File: src/rtl/dsm_pkg.sv
// dsm_pkg: shared widths, constants and helpers for the bitstream modulator
package dsm_pkg;
    localparam int DATA_W          = 24;
    localparam int BYTES_PER_FRAME = 4;
    localparam int ACC_W           = 28;
    localparam int SLOT_W          = $clog2(BYTES_PER_FRAME);

    localparam logic [DATA_W-1:0] MIDSCALE = 24'h800000;
    localparam logic [DATA_W-1:0] CLAMP    = 24'h600000;
    localparam logic [7:0]        PAD_BYTE = 8'h00;

    localparam logic signed [ACC_W:0] SAT_MAX = (ACC_W+1)'(2**(ACC_W-1) - 1);

    typedef enum logic {HUNT, RX} rx_state_t;

    // Saturate a one-bit-wider intermediate back into the integrator width
    function automatic logic signed [ACC_W-1:0] sat(input logic signed [ACC_W:0] v);
        return ACC_W'(v > SAT_MAX ? SAT_MAX : v < -SAT_MAX ? -SAT_MAX : v);
    endfunction
endpackage

File: src/rtl/dsm_frame_rx.sv
// dsm_frame_rx: reassembles byte-serial frames (MSB first, pad slot last) into samples
module dsm_frame_rx
    import dsm_pkg::*;
(
    input  logic              clk,
    input  logic              rst_n,
    input  logic [7:0]        byte_in,
    input  logic              byte_valid,
    input  logic              frame_start,
    output logic [DATA_W-1:0] sample_out,
    output logic              sample_stb,
    output logic              locked,
    output logic              frame_err
);
    localparam logic [SLOT_W-1:0] LAST_SLOT = SLOT_W'(BYTES_PER_FRAME - 1);

    rx_state_t         state;
    logic [SLOT_W-1:0] slot;
    logic [DATA_W-1:0] asm_word;

    // Deframer: bytes shift in MSB first; the pad slot commits the word instead of shifting
    always_ff @(posedge clk or negedge rst_n) begin
        if (!rst_n) begin
            state      <= HUNT;
            slot       <= '0;
            asm_word   <= '0;
            sample_out <= '0;
            sample_stb <= 1'b0;
            locked     <= 1'b0;
            frame_err  <= 1'b0;
        end else begin
            sample_stb <= 1'b0;
            frame_err  <= 1'b0;
            if (byte_valid) begin
                if (frame_start) begin
                    frame_err <= (state == RX) && (slot != '0);
                    asm_word  <= {asm_word[DATA_W-9:0], byte_in};
                    slot      <= SLOT_W'(1);
                    state     <= RX;
                end else if (state == RX) begin
                    if (slot == '0) begin
                        frame_err <= 1'b1;
                        state     <= HUNT;
                    end else if (slot == LAST_SLOT) begin
                        sample_out <= asm_word;
                        sample_stb <= 1'b1;
                        locked     <= 1'b1;
                        frame_err  <= byte_in != PAD_BYTE;
                        slot       <= '0;
                    end else begin
                        asm_word <= {asm_word[DATA_W-9:0], byte_in};
                        slot     <= slot + SLOT_W'(1);
                    end
                end
            end
        end
    end
endmodule

File: src/rtl/dsm_bitstream_modulator.sv
// dsm_bitstream_modulator: deframes samples and regenerates a second-order 1-bit bitstream
module dsm_bitstream_modulator
    import dsm_pkg::*;
(
    input  logic              clk,
    input  logic              rst_n,
    input  logic [7:0]        byte_in,
    input  logic              byte_valid,
    input  logic              frame_start,
    output logic              dsm_out,
    output logic [DATA_W-1:0] sample_out,
    output logic              sample_stb,
    output logic              locked,
    output logic              frame_err
);
    localparam logic signed [ACC_W:0] XS_LIM = (ACC_W+1)'(CLAMP);
    localparam logic signed [ACC_W:0] FB_MAG = (ACC_W+1)'(MIDSCALE);

    logic [DATA_W-1:0]        held;
    logic [DATA_W-1:0]        xs_raw;
    logic signed [ACC_W:0]    xs_ext, xs, fb, s1, s2;
    logic signed [ACC_W-1:0]  i1, i2, i1_n, i2_n;

    dsm_frame_rx u_rx (
        .clk         (clk),
        .rst_n       (rst_n),
        .byte_in     (byte_in),
        .byte_valid  (byte_valid),
        .frame_start (frame_start),
        .sample_out  (sample_out),
        .sample_stb  (sample_stb),
        .locked      (locked),
        .frame_err   (frame_err)
    );

    // Loop filter: offset binary -> two's complement, clamp, two saturating integrators
    always_comb begin
        xs_raw = {~held[DATA_W-1], held[DATA_W-2:0]};
        xs_ext = {{(ACC_W+1-DATA_W){xs_raw[DATA_W-1]}}, xs_raw};
        xs     = xs_ext > XS_LIM ? XS_LIM : xs_ext < -XS_LIM ? -XS_LIM : xs_ext;
        fb     = dsm_out ? FB_MAG : -FB_MAG;
        s1     = {i1[ACC_W-1], i1} + xs - fb;
        i1_n   = sat(s1);
        s2     = {i2[ACC_W-1], i2} + {i1_n[ACC_W-1], i1_n} - fb;
        i2_n   = sat(s2);
    end

    // Modulator state; a committed sample feeds the loop from the cycle after its strobe
    always_ff @(posedge clk or negedge rst_n) begin
        if (!rst_n) begin
            i1      <= '0;
            i2      <= '0;
            dsm_out <= 1'b0;
            held    <= MIDSCALE;
        end else begin
            i1      <= i1_n;
            i2      <= i2_n;
            dsm_out <= ~i2_n[ACC_W-1];
            if (sample_stb) held <= sample_out;
        end
    end
endmodule
File: config.mk
export PLATFORM = sky130hd
export DESIGN_NAME = dsm_bitstream_modulator
export DESIGN_NICKNAME = d
export VERILOG_FILES = /design/src/rtl/dsm_pkg.sv /design/src/rtl/dsm_frame_rx.sv /design/src/rtl/dsm_bitstream_modulator.sv
export SDC_FILE = /design/constraint.sdc
export NUM_CORES = 1
export LEC_CHECK = 0
export BUFFER_PORTS_ARGS = -buffer_cell sky130_fd_sc_hd__buf_2
export CAP_MARGIN = 20
export CELL_PAD_IN_SITES_DETAIL_PLACEMENT = 1
export CELL_PAD_IN_SITES_GLOBAL_PLACEMENT = 2
export CORE_UTILIZATION = 30
export CTS_BUF_LIST = sky130_fd_sc_hd__clkbuf_4
export DETAILED_ROUTE_END_ITERATION = 7
export GPL_TIMING_DRIVEN = 0
export PLACE_DENSITY = 0.67
export SLEW_MARGIN = 30
export SYNTH_ARGS = -nofsm -noshare
export SYNTH_HDL_FRONTEND = slang
export SYNTH_SLANG_ARGS = --single-unit
File: constraint.sdc
create_clock -name clk -period 11.2 [get_ports clk]
set_input_delay 2.24 -clock clk [delete_from_list [all_inputs] [get_ports clk]]
set_output_delay 2.24 -clock clk [all_outputs]
set_load 0.005 [all_outputs]
---- After elaboration in Yosys (flattened, before gate mapping) ----
Index checks and enable logic that the tools add are counted.
word-level totals
  bits of input ports ..................... 12
  flip-flop bits (word level) ............. 135
operators by class
  bitwise logic cells ..................... 4
  equal/unequal tests ..................... 3
  multiplexer cells ....................... 28
  add/subtract/negate cells ............... 5
  order comparisons ....................... 6
  reductions and logical operators ........ 8
operator list
  kind                  count
  $mux 28               4
  $mux 24               4
  $mux 29               3
  $gt 29x28->1 const B  2
  $lt 29x28->1 const B  2
  $sub 29x29->29        2
  $add 28x28->29        1
  $add 29x29->29        1
  $gt 24x24->1 const B  1
  $lt 24x24->1 const B  1
  $mux 1                13
  $mux 2                4
  $reduce_bool 8->1     1
  $reduce_and 5->1      1
  $ne 2x2->1 const B    2
  $not 1->1             4
  $reduce_and 4->1      1
  $reduce_bool 2->1     2
  $reduce_and 3->1      1
  $add 2x1->2 const B   1
  $eq 2x2->1 const B    1
  $logic_not 2->1       1
  $logic_and 1x1->1     1

---- Logic depth before layout (Yosys ltp) ----
Gate-level depths: netlist of run 1.
  depth in word-level cells ............... 15
  depth in mapped cells ................... 41
  mapped depth without buffers ............ 38

---- Hierarchy ----
A second synthesis of run 1 with hierarchy kept.
second synthesis, totals
  cell total of the unflattened synthesis .. 1042
  area, all modules ....................... 9898.2 um^2
modules (own cells, without submodules)
  module                   times used  seq. area each (um^2)  cells each  area an instance (um^2)
  dsm_bitstream_modulator  1           2028.2                 907         7646.1
  dsm_frame_rx             1           1351.3                 135         2252.2

---- Least setup slack after synthesis of run 1 ----
No wires, ideal clock.
  path kind ............................... reg2reg
  start ................................... reg held[14]
  end ..................................... reg i2[12]
  buffers on the path ..................... 3
  period minus slack after synthesis ...... 7.889 ns
  data required time ...................... 11.127 ns
  library setup time ...................... 0.073 ns
  data arrival time ....................... 7.816 ns
  cell stages (with the launch flop) ...... 41
  setup slack ............................. 3.311 ns
  path through ............................ dfrtp_1 -> or4_1 -> nor4_1 -> nor2_1 -> nor2_1 -> clkbuf_1 -> nand2_1 -> ha_1 -> inv_1 -> ha_1 -> nand2_1 -> or3_1 -> or3_1 -> o21ai_0 -> a31oi_1 -> o31ai_1 -> a21oi_1 -> o21ai_0 -> (+5 left out) -> ha_1 -> inv_1 -> ha_1 -> clkbuf_1 -> and2_1 -> a221oi_1 -> nor2b_1 -> o21ai_0 -> o21ai_0 -> o22ai_1 -> nor2_1 -> o21ai_0 -> nand2b_1 -> xnor2_1 -> inv_1 -> a21o_1 -> buf_6 -> a21boi_2
on the way
  word-level cells in the longest chain between the ends .. 13
  elaborated cells on any way between the ends .. 16
  those cells by class .................... 4 x add/sub; 6 x order compare; 6 x mux
RTL lines
  element                 line                           RTL
  from (decl)             dsm_bitstream_modulator.sv:19  logic [DATA_W-1:0] held;
  from (signal assigned)  dsm_bitstream_modulator.sv:59  if (sample_stb) held <= sample_out;
  $lt 24x24->1            dsm_bitstream_modulator.sv:40  xs = xs_ext > XS_LIM ? XS_LIM : xs_ext < -XS_LIM ? -XS_LIM : xs_ext;
  $mux 29                 dsm_bitstream_modulator.sv:40
  $mux 29 (*)             dsm_bitstream_modulator.sv:40
  $add 29x29->29 (*)      dsm_bitstream_modulator.sv:42  s1 = {i1[ACC_W-1], i1} + xs - fb;
  $sub 29x29->29 (*)      dsm_bitstream_modulator.sv:42
  $lt 29x28->1            dsm_pkg.sv:18                  return ACC_W'(v > SAT_MAX ? SAT_MAX : v < -SAT_MAX ? -SAT_MAX : v);
  $mux 28                 dsm_pkg.sv:18
  $mux 28 (*)             dsm_pkg.sv:18
  $add 28x28->29 (*)      dsm_bitstream_modulator.sv:44  s2 = {i2[ACC_W-1], i2} + {i1_n[ACC_W-1], i1_n} - fb;
  $sub 29x29->29 (*)      dsm_bitstream_modulator.sv:44
  $lt 29x28->1            dsm_pkg.sv:18
  $mux 28                 dsm_pkg.sv:18
  $mux 28 (*)             dsm_pkg.sv:18
  named net i2_n[12]      dsm_bitstream_modulator.sv:22  logic signed [ACC_W-1:0] i1, i2, i1_n, i2_n;
  to (signal assigned)    dsm_bitstream_modulator.sv:57  i2 <= i2_n;
  to (decl)               dsm_bitstream_modulator.sv:22
The timed path passes the listed nets; every way through them passes the cells marked *.
A chain may end at the register's enable or synchronous reset.

---- Worst setup path after layout of run 1 ----
  start ................................... reg held[17]
  end ..................................... reg i2[0]
on the way
  word-level cells in the longest chain between the ends .. 13
  elaborated cells on any way between the ends .. 16
  those cells by class .................... 4 x add/sub; 6 x order compare; 6 x mux
RTL lines
  element             line
  $lt 24x24->1        dsm_bitstream_modulator.sv:40
  $mux 29             dsm_bitstream_modulator.sv:40
  $mux 29 (*)         dsm_bitstream_modulator.sv:40
  $add 29x29->29 (*)  dsm_bitstream_modulator.sv:42
  $sub 29x29->29 (*)  dsm_bitstream_modulator.sv:42
  $lt 29x28->1        dsm_pkg.sv:18
  $mux 28             dsm_pkg.sv:18
  $mux 28 (*)         dsm_pkg.sv:18
  named net i1_n[0]   dsm_bitstream_modulator.sv:22
  $add 28x28->29 (*)  dsm_bitstream_modulator.sv:44
  $sub 29x29->29 (*)  dsm_bitstream_modulator.sv:44
  $lt 29x28->1        dsm_pkg.sv:18
  $mux 28             dsm_pkg.sv:18
  $mux 28 (*)         dsm_pkg.sv:18
  named net i2_n[0]   dsm_bitstream_modulator.sv:22
Marks and branches as above.

==> results.cfg, run 1 <==
[min_path]
hold_end = u_rx.locked$_DFFE_PN0P_
hold_start = u_rx.locked$_DFFE_PN0P_
hold_class = flop to flop
min_path_cells = 1

[synthesis]
syn_avg_cell_area_sq_um = 9.19
yosysWarnings = 0
synth_edf_count = 0
synth_top_cell_area_share = 0.339
ys_async_sr_fraction = 1.00
netlist_area_sq_um = 9890
synth_top_cell_by_area = dfrtp_1
postSynthCellCount = 1076
ys_ff_latch = 135
ys_types = 75
synth_ff_type = dfrtp_1
yosysSeqAreaShare = 0.342
synth.area.top_cells = dfrtp_1 (34%), ha_1 (13%), mux2_2 (8.2%)
syn_nets = 1200

[floorplan]
initial_utilization = 0.305
num_rows = 66
die_h_um = 184
io_pins = 40
die-area_sq_um = 33700
dieWidth_um = 184
core_area_sq_um = 32500

[global_routing]
grt_max_degree = 76
antenna_found_initial = 1
overflow = 0
gr-usage-all-layers = 0.171
grt_pass1_vias = 8012
grt_pass1_wl_um = 44300

[place]
dp_hpwl_um = 21900
place_ws_ps = 503
numPortBuffers = 37
place_congestion = 0.806

[timing]
final.setup.tns_ps = 0
slew_headroom = 0.529
worstMarginPinSlew_ps = 689
rsz0062_at_grt = no
fin_crit_sh = 0.916
finalMaxSlewViolations = 0
hold_viol = 0
setup_viol = 0
fmax_ghz = 0.0975
finClkSkew_ps = 49.3
worst_slack_ps = 942
timing.final.crit_period_ps = 10260

[layout]
area_delta_synth_final_pct = 11.0
layout-drive-gt1-share = 0.152
postLayoutCoreUtil = 0.338
fillers = 3796
nNetsFinal = 1257

[drt]
dr_wl_met3_um = 411
dr_wl_met2_um = 13600
antenna_left = 0
detail_route.wl_per_cell_um = 17.3
drt-initial-drc-count = 340
wl_um = 27500
dr.pass1.iters = 6
drt-vias-per-instance = 4.86
vias = 7718
drcViolationCount = 0
top_layer_used = met4
met1Wirelength_um = 13200

[setup_path]
rrSetupSlack_ps = 940
reg2reg_from = held[17]$_DFFE_PN0P_
cp_common_cell = ha_1
path_max_fanout = 10
cpMaxStageDelayCell = a2111oi_0
critPathLaunchType = flop
required_ps = 11700
cp.buffers_inverters = 3
crit_type = flop to flop
ff2ff_path_depth = 38
cp-end-kind = flop
cp_data_arrival_time_ps = 10760
critPathMaxStageDelay_ps = 640
r2r_end = i2[0]$_DFF_PN0_
critPathTopFamily = compound AO/OA/AOI/OAI gates

[clocking]
clockRootBuffer = clkbuf_4
cts_tree = built
worstSkewPairLatency_ps = 590
post-cts-setup-buffers = 0
cts.path.max_buffers = 2
cts.clk_slew.worst_paths_ps = 140
holdBufCountCts = 0
post_cts_resized = 0
numCtsBuffers = 17
cts.sinks = 135
htreeDepth = 4

[run]
cap_violations = 0

[status]
outcome = complete, no violations
stage by stage:
| stage | area, sq um | instances | hold WS [ps] |
|---|---|---|---|
| 2_1_floorplan | 9890 | 1076 | 465 |
| 3_3_place_gp | 10600 | 1555 | 447 |
| 3_5_place_dp | 10700 | 1556 | 452 |
| 4_1_cts | 11000 | 1588 | 485 |
| 5_1_grt | 11000 | 1589 | 517 |
| 6_report | 11000 | 1589 | 480 |
placed cells by master, fill, tap and decap left out, drive strengths merged, types with 10 or more instances in the layout:
cell / instances
nand2: 69
a211oi: 15
dfrtp: 134
xor2: 17
nor3: 17
buf: 47
mux2: 72
nand4: 13
a21o: 22
a21boi: 21
nor2: 57
nand2b: 27
clkbuf: 41
o21a: 16
ha: 104
xnor2: 26
inv: 182
o21bai: 11
o21ai: 34
nor4: 11
a21oi: 59
nand3: 15
maj3: 10
state kept, by name, summed over array words and instances, names as in the netlist:
signal,count
u_rx.asm_word,24
u_rx.sample_out,24
u_rx.slot,2
u_rx.sample_stb,1
dsm_out,1
u_rx.locked,1
i1,28
i2,28
held,24
u_rx.frame_err,1
u_rx.state,1
routing by layer:
layer | vias up | GRT usage
met1 | 3791 | 0.222
li1 | 3833 | -
met4 | 0 | 0.0393
met2 | 74 | 0.298
met3 | 20 | 0.0236
met5 | - | 0
worst max path at each step:
stage | start | endpoint | slack, ps | depth (start not counted)
floorplan | held[14]$_DFFE_PN0P_ | i2[12]$_DFF_PN0_ | 3310 | 40
global route | held[18]$_DFFE_PN0P_ | i2[0]$_DFF_PN0_ | 80 | 38
global placement | held[17]$_DFFE_PN0P_ | i2[0]$_DFF_PN0_ | 480 | 38
detailed placement | held[17]$_DFFE_PN0P_ | i2[0]$_DFF_PN0_ | 500 | 38
finish | held[17]$_DFFE_PN0P_ | i2[0]$_DFF_PN0_ | 940 | 38
CTS | held[17]$_DFFE_PN0P_ | i2[0]$_DFF_PN0_ | 430 | 38
Yosys cell counts (all sizes together), types with 15 or more instances:
library cell    n
dfrtp         134
xnor2          26
a211oi         15
xor2           17
nand2b         27
inv           175
nor3           17
a21o           22
a21boi         21
clkbuf         23
ha            104
a21oi          59
nor2           57
mux2           72
nand3          15
o21a           16
nand2          69
o21ai          34
kinds of logic after synthesis:
group | synth area share
AOI/OAI and AO/OA | 0.162
xor gates and xnor gates | 0.0381
adders and majority gates | 0.158
buffers and inverters | 0.0803
DFF | 0.342
muxes | 0.0881
and+or+nand+nor | 0.132
layout make-up:
cell class | instances | area, sq um | share of cell area
multi-input cells | 734 | 5730 | 0.522
flip-flops and latches | 135 | 3380 | 0.308
inverters | 175 | 657 | 0.0599
well taps | 442 | 553 | 0.0504
repair buffers | 38 | 223 | 0.0203
clock inverters | 14 | 161 | 0.0147
plain buffers | 32 | 138 | 0.0125
clock buffers | 18 | 135 | 0.0123
diodes | 1 | 2.50 | 0.000228
Power of run 1 is left out: the tool's default activity adds up to more than one toggle a clock period on the data nets, which glitch-free logic cannot reach.
==> inputs of run 2 (changes only) <==
--- a/config.mk
+++ b/config.mk
@@ -18,3 +18,4 @@
 export SYNTH_ARGS = -nofsm -noshare
 export SYNTH_HDL_FRONTEND = slang
 export SYNTH_SLANG_ARGS = --single-unit
+export TNS_END_PERCENT = 30
==> constraint.sdc (replaced) <==
create_clock -name clk -period 9.9 [get_ports clk]
set_input_delay 1.98 -clock clk [delete_from_list [all_inputs] [get_ports clk]]
set_output_delay 1.98 -clock clk [all_outputs]
set_load 0.005 [all_outputs]
==> run 2 against run 1 <==
  * Global-route usage is 0.064 points higher
  * Fmax is 9.7% higher
  * Via count is 0.10% higher
  * Worst setup slack worse by 400 ps
  * Core utilization is 0.37 points higher
  * Critical path type unchanged
  * Sequential cell count stayed put
  * Register-to-register slack worse by 400 ps
  * Highest routed layer unchanged
==> results.cfg, run 2 (same netlist as run 1, synthesis figures left out) <==
[setup_path]
cp_common_cell = ha_1
crit_path_start = held[14]$_DFFE_PN0P_
crit_type = flop to flop
path_max_fanout = 10
critPathMaxStageDelay_ps = 510
cp.buffers_inverters = 4
rrSetupSlack_ps = 550
reg2reg_from = held[14]$_DFFE_PN0P_
ff2ff_path_depth = 38
r2r_end = i2[0]$_DFF_PN0_
required_ps = 10400
critPathTopFamily = compound AO/OA/AOI/OAI gates
cp-end-kind = flop
critPathLaunchType = flop
endpoint = i2[0]$_DFF_PN0_
cp.depth = 38
cp_data_arrival_time_ps = 9850
cpMaxStageDelayCell = or4_1

[floorplan]
num_rows = 66
die_h_um = 184
core_area_sq_um = 32500
dieWidth_um = 184
initial_utilization = 0.305
die-area_sq_um = 33700
io_pins = 40

[place]
numPortBuffers = 37
dp_hpwl_um = 21900
place_congestion = 0.806
postPlaceCellArea_sq_um = 10700

[clocking]
cts.sinks = 135
worstSkewPairLatency_ps = 590
cts_tree = built
cts.clk_slew.worst_paths_ps = 140
clockRootBuffer = clkbuf_4
htreeDepth = 4
cts.path.max_buffers = 2
holdBufCountCts = 0
numCtsBuffers = 17

[drt]
vias = 7726
drt-vias-per-instance = 4.84
dr.pass1.iters = 4
wl_um = 27600
drcViolationCount = 0
drt-initial-drc-count = 303
antenna_left = 0
detail_route.wl_per_cell_um = 17.3

[layout]
top_regs = i1: 28 flops, i2: 28 flops
fin_area_sq_um = 11100
layout-drive-gt1-share = 0.167
nNetsFinal = 1263
final_common_cell = inv_1
layout_common_cells = inv_1 (174), dfrtp_1 (134), ha_1 (104), mux2_2 (72), nand2_1 (69)
area_delta_synth_final_pct = 12.2
fillers = 3790

[global_routing]
grt_max_degree = 76
gr-usage-all-layers = 0.172
grt_pass1_vias = 8032
antenna_found_initial = 1
overflow = 0
grt_pass1_wl_um = 44500

[timing]
timing.final.crit_period_ps = 9350
slew_headroom = 0.532
hold_ws_ps = 480
fmax_ghz = 0.107
rsz0062_at_grt = yes
worstMarginPinSlew_ps = 699
finClkSkew_ps = 52.9
hold_viol = 0
fin_crit_sh = 0.945
finalMaxSlewViolations = 0
setup_viol = 0

[status]
outcome = complete, no violations

[run]
cap_violations = 0

[min_path]
hold_class = flop to flop
[run 2: cell types whose count changed in the layout (fill, tap and decap cells not counted), sizes merged]
cell,delta
buf,+6
[run 2: repair_timing]
item                       CTS  global route
setup endpoints to repair   28            22
pin swaps                    1             3
resized for setup           12             8
buffers inserted             1             5
gates cloned                 0             0
[run 2: how the worst min path moves through the flow]
stage,startpoint,endpoint,slack [ps],cells past startpoint
4_1_cts,u_rx.locked$_DFFE_PN0P_,u_rx.locked$_DFFE_PN0P_,490,1
2_1_floorplan,u_rx.locked$_DFFE_PN0P_,u_rx.locked$_DFFE_PN0P_,460,1
3_3_place_gp,u_rx.locked$_DFFE_PN0P_,u_rx.locked$_DFFE_PN0P_,450,1
3_5_place_dp,u_rx.locked$_DFFE_PN0P_,u_rx.locked$_DFFE_PN0P_,450,1
6_report,u_rx.locked$_DFFE_PN0P_,u_rx.locked$_DFFE_PN0P_,480,1
5_1_grt,u_rx.locked$_DFFE_PN0P_,u_rx.locked$_DFFE_PN0P_,520,1
[run 2: cell type report]
cell class              instances  area (sq um)  share of cell area
diodes                          1          2.50            0.000226
plain buffers                  32           144              0.0130
clock buffers                  18           135              0.0122
clock inverters                14           161              0.0145
inverters                     175           657              0.0592
multi-input cells             734          5790               0.522
flip-flops and latches        135          3380               0.305
well taps                     442           553              0.0498
repair buffers                 44           268              0.0241
[run 2: metrics by stage]
stage	setup WS [ps]	TNS [ps]	instances	util
5_1_grt	-80.3	-80.3	1595	0.342
6_report	545	0	1595	0.342
3_3_place_gp	-815	-10670	1555	0.327
4_1_cts	9.47	0	1589	0.339
2_1_floorplan	2010	0	1076	-
3_5_place_dp	-797	-12010	1556	0.329
[run 2: metal layers]
layer,track usage,share of wire,vias up
met5,0,0,-
met4,0.0383,0.0099,0
li1,-,-,3842
met2,0.300,0.50,73
met1,0.223,0.48,3794
met3,0.0234,0.017,17
Power of run 2 is left out for the same reason.
